--- src/rtl/fetch_dispatch.sv ---
// Instruction fetch/dispatch sequencer: owns the PC, fetches 16-bit words,
// retires NOP/JMP/HALT locally and hands ALU words to the downstream ALU FSM.
//
// state      | meaning
// S_FETCH    | mem_rd high at address pc; latch word when mem_ready
// S_DECODE   | one cycle: retire NOP/JMP, park in HALT, or launch the ALU
// S_EXEC_ALU | ALU FSM running; apply pc_inc pulses, wait for done or timeout
// S_HALT     | parked until reset; halted high, no memory reads

module fetch_dispatch #(
  parameter int ADDR_W  = 8,
  parameter int TIMEOUT = 16
) (
  input  logic              clk_i,
  input  logic              rst_i,
  output logic [ADDR_W-1:0] mem_addr_o,
  output logic              mem_rd_o,
  input  logic [15:0]       mem_data_i,
  input  logic              mem_ready_i,
  output logic [15:0]       instruction_o,
  output logic              alu_start_o,
  input  logic              alu_done_i,
  input  logic              alu_pc_inc_i,
  output logic [ADDR_W-1:0] pc_o,
  output logic              halted_o,
  output logic              fault_o
);

  typedef enum logic [1:0] {
    S_FETCH    = 2'd0,
    S_DECODE   = 2'd1,
    S_EXEC_ALU = 2'd2,
    S_HALT     = 2'd3
  } state_t;

  localparam logic [1:0] CLS_NOP  = 2'b00;
  localparam logic [1:0] CLS_HALT = 2'b01;
  localparam logic [1:0] CLS_ALU  = 2'b10;
  localparam logic [7:0] WD_LAST  = 8'(TIMEOUT - 1);

  state_t            state_q;
  logic [ADDR_W-1:0] pc_q;
  logic [ADDR_W-1:0] pc_plus_d;
  logic [15:0]       instr_q;
  logic              alu_start_q;
  logic              halted_q;
  logic              fault_q;
  logic [7:0]        wdog_q;

  // Modulo-2^ADDR_W increment; wrap from all-ones to zero is silent.
  assign pc_plus_d = pc_q + ADDR_W'(1);

  always_ff @(posedge clk_i or negedge rst_i) begin
    if (!rst_i) begin
      state_q     <= S_FETCH;
      pc_q        <= '0;
      instr_q     <= '0;
      alu_start_q <= 1'b0;
      halted_q    <= 1'b0;
      fault_q     <= 1'b0;
      wdog_q      <= '0;
    end else begin
      alu_start_q <= 1'b0;
      case (state_q)
        S_FETCH: begin
          if (mem_ready_i) begin
            instr_q <= mem_data_i;
            state_q <= S_DECODE;
          end
        end
        S_DECODE: begin
          case (instr_q[15:14])
            CLS_NOP: begin
              pc_q    <= pc_plus_d;
              state_q <= S_FETCH;
            end
            CLS_HALT: begin
              halted_q <= 1'b1;
              state_q  <= S_HALT;
            end
            CLS_ALU: begin
              alu_start_q <= 1'b1;
              wdog_q      <= '0;
              state_q     <= S_EXEC_ALU;
            end
            default: begin
              pc_q    <= instr_q[ADDR_W-1:0];
              state_q <= S_FETCH;
            end
          endcase
        end
        S_EXEC_ALU: begin
          // done and pc_inc together: the increment lands before the next fetch.
          if (alu_pc_inc_i) begin
            pc_q <= pc_plus_d;
          end
          if (alu_done_i) begin
            state_q <= S_FETCH;
          end else if (wdog_q == WD_LAST) begin
            fault_q  <= 1'b1;
            halted_q <= 1'b1;
            state_q  <= S_HALT;
          end else begin
            wdog_q <= wdog_q + 8'd1;
          end
        end
        default: begin
          halted_q <= 1'b1;
        end
      endcase
    end
  end

  // Read strobe decodes the state register; gated by reset so it reads low
  // while reset is held even though the reset state is S_FETCH.
  assign mem_rd_o      = rst_i && (state_q == S_FETCH);
  assign mem_addr_o    = pc_q;
  assign pc_o          = pc_q;
  assign instruction_o = instr_q;
  assign alu_start_o   = alu_start_q;
  assign halted_o      = halted_q;
  assign fault_o       = fault_q;

endmodule

--- config.mk ---
export PLATFORM = sky130hd
export DESIGN_NAME = fetch_dispatch
export DESIGN_NICKNAME = d
export VERILOG_FILES = /design/src/rtl/fetch_dispatch.sv
export SDC_FILE = /design/constraint.sdc
export NUM_CORES = 1
export LEC_CHECK = 0
export CORE_MARGIN = 2
export CORE_UTILIZATION = 45
export CTS_BUF_LIST = sky130_fd_sc_hd__clkbuf_16
export DETAILED_ROUTE_END_ITERATION = 8
export GPL_TIMING_DRIVEN = 0
export PLACE_DENSITY = 0.85
export SLEW_MARGIN = 40
export SYNTH_ARGS = -nofsm -noshare
export SYNTH_HDL_FRONTEND = slang
export SYNTH_SLANG_ARGS = --single-unit
--- constraint.sdc ---
create_clock -name clk_i -period 2.1 [get_ports clk_i]
set_input_delay 0.63 -clock clk_i [delete_from_list [all_inputs] [get_ports clk_i]]
set_output_delay 0.63 -clock clk_i [all_outputs]
set_load 0.02 [all_outputs]
==> impl_metrics.csv <==
group,metric,value,unit
outcome,status,"completed",
critical_path,cp.arrival,1.43,ns
routing,drtIter0Drc,134,
grt,grt_pass1_vias,1806,
routing,drt-total-wl,4730,um
final_layout,drive_above_1_share,16.1,%
yosys,synth_area_per_cell,10.3,um2
power_and_ir_drop,swShare,39.2,%
yosys,synth_edf_count,0,
critical_path,cp.required,1.47,ns
cts,insertion_delay,0.28,ns
critical_path,crit_buf_inv,2,
die,die_h,70.9,um
job,cap_violations,0,
die,fp.dieW,70.9,um
sta,finalSetupViolCount,0,
yosys,syn_nets,226,
yosys,yosysTopAreaCell,"dfrtp_1",
yosys,ys_warn_count,0,
power_and_ir_drop,switching_power,1.85,mW
sta,finalCriticalPeriod,2.06,ns
cts,cts_sinks,37,
final_layout,areaGrowthSynthToFinish,42.1,%
yosys,ys_types,43,
critical_path,critPathKind,"reg2out",
sta,post-route-period-util,98.2,%
place,placed_cells,305,
critical_path,cp-end-kind,"primary output",
yosys,synth-seq-cells,37,
critical_path,cp_top_family,"buffers and inverters",
routing,antenna_left,0,
sta,final.setup_skew,0.00287,ns
sta,worst_pin_slew,0.439,ns
critical_path,cp_cell_sequence,"buf_4 > clkdlybuf4s50_1",
cts,tritoncts,"built",
critical_path,cp_slowest_stage_delay,0.60,ns
yosys,synth-async-reset-ratio,100,%
sta,setup_tns,0,ns
sta,rsz0062_at_grt,"no",
grt,grt_start_max_net_pins,21,
power_and_ir_drop,ir_worst_vdd,0.00112,V
cts,root_buffer,"clkbuf_16",
routing,wl_per_cell,15.1,um
place,gp_congestion,0.868,
die,fp-row-count,24,
die,die_area,0.00502,mm2
sta,slew_headroom,70.7,%
power_and_ir_drop,power.density,1650,mW/mm2
cts,cts-buffers-inserted,5,
cts,post_cts_buffers,0,
die,core,0.00432,mm2
cts,cts_max_path_buffers,2,
power_and_ir_drop,p_seq_share,27.0,%
critical_path,path_max_fanout,6,
worst_hold_path,hold_class,"in2async",
final_layout,final_cell_mix,"52 x clkdlybuf4s50_1, 31 x dfrtp_1, 19 x nand2_1",
place,place_hpwl,3440,um
final_layout,fin_util,66.2,%
power_and_ir_drop,power.internal,2.88,mW
yosys,synthFlopType,"dfrtp_1",
yosys,syn_area,0.00201,mm2
grt,overflow,0,
sta,max_freq,485,MHz
critical_path,critPathSlowestCell,"clkdlybuf4s50_1",
final_layout,nets,290,
critical_path,worstSetupStartpointType,"flip-flop",
yosys,ys_seq_area_share,46.0,%
yosys,synthCells,196,
power_and_ir_drop,clockPowerShare,20.4,%
grt,antenna_found_initial,0,
sta,hold_viol_final,0,
yosys,synth_top_cell_area_share,46.0,%
final_layout,final_common_cell,"clkdlybuf4s50_1",
power_and_ir_drop,total_power,4.73,mW
final_layout,antenna_cells,0,
die,ios,57,
cts,clk_transition_reported_paths,0.06,ns
routing,vias,1748,
routing,drtPass1Iterations,4,
cts,h-tree-depth,2,
die,start_util,46.6,%
routing,routed_via_density,5.58,
yosys,synth.area.top_cells,"dfrtp_1 46%, ha_1 5.6%, mux2_1 5.6%",
grt,grt_pass1_wl,8140,um
place,place.port_buffers,56,
power_and_ir_drop,p_leak,1.24,nW
final_layout,stdcell_count,313,
grt,track_usage,20.3,%
power_and_ir_drop,comb_power_share,52.6,%
routing,drc,0,
sta,finalMaxSlewViolations,0,
[worst reg2reg max path: stages (launching register included)]
cell	delay, ns
dfrtp_1	0.41
inv_1	0.09
ha_1	0.26
nor2b_1	0.34
nand2b_4	0.24
nor3b_1	0.06
a221o_1	0.31
[what timing repair did]
| action | 4_1_cts | 5_1_grt |
|---|---|---|
| resized for setup | 6 | 6 |
| endpoints found under the setup margin | 4 | 6 |
| hold buffers | 0 | 0 |
[cell families (layout without fill, tap and decap cells)]
family / count (synthesis) / count (layout) / share of synthesized area, %
AND/OR/NAND/NOR: 64 / 64 / 17.5
AO/OA/AOI/OAI: 47 / 47 / 15.2
flip-flops: 37 / 37 / 46.0
buffers and inverters: 22 / 87 / 6.22
multiplexers: 17 / 17 / 9.45
adder cells (fa/ha/maj): 9 / 9 / 5.59
[cells in the mapped netlist (4+ instances only)]
cell type and count:
inv_1 8, dfrtp_1 37, buf_2 4, nor2_1 8, nand2_1 19, mux2_1 10, mux2_2 6, o21ai_1 4
ha_1 9, buf_4 8, nand4_1 4, a21oi_1 18, o211ai_1 4, nand3_1 11
[sequential cells by signal, indices dropped and copies added (netlist names)]
signal,flops
alu_start_o,1
fault_o,1
halted_o,1
instruction_o,16
mem_addr_o,8
state_q,2
wdog_q,8
[final cells by class]
| type | instances | area, um2 |
|---|---|---|
| buffer | 14 | 95.1 |
| clock buffer | 5 | 125 |
| clock inverter | 3 | 65.1 |
| fill | 356 | 1460 |
| inverter | 8 | 30.0 |
| multi-input combinational | 137 | 962 |
| sequential | 37 | 933 |
| tap | 52 | 65.1 |
| timing repair buffer | 57 | 586 |
[path summary, 6_finish.rpt]
path                                         end     startpoint  depth (start not counted)  slack [ns]
min in group clk_i                       fault_o        fault_o                          1        0.46
worst max-delay path                     pc_o[0]  mem_addr_o[0]                          2        0.04
worst min-delay path            instruction_o[2]          rst_i                          1        0.23
worst max register to register         wdog_q[7]     state_q[1]                          6        0.27
worst min register to register           fault_o        fault_o                          1        0.46
max in group asynchronous          mem_addr_o[4]          rst_i                          2        1.48
[per-stage QoR]
| stage | hold WS, ns | worst slack (ns) | area, um2 |
|---|---|---|---|
| finish | 0.228 | 0.0381 | 2860 |
| global route | 0.244 | 0.00330 | 2860 |
| CTS | 0.235 | 0.0217 | 2860 |
| detailed placement | 0.446 | -0.377 | 2660 |
| global placement | 0.444 | -1.72 | 2640 |
| floorplan | 0.334 | 0.445 | 2010 |
[power groups by stage]
stage	sequential, mW	combinational, mW	clock (mW)
final	1.28	2.49	0.967
after global routing	1.32	2.67	1.01
after floorplan	1.52	1.23	0
after detailed placement	1.27	2.47	0
after global placement	1.25	2.40	0
after CTS	1.27	2.50	0.980
[metal layers]
metal  wire, um  share of wire (%)  track usage, %  vias to the layer above
li1           -                  -               -                      835
met1       1950                 41            24.9                      827
met2       2300                 49            33.4                       74
met3        374                7.9            5.70                       12
met4        111                2.3            8.60                        0
met5          0                  0               0                        -
Note: power is estimated with default switching activity, not from simulation.
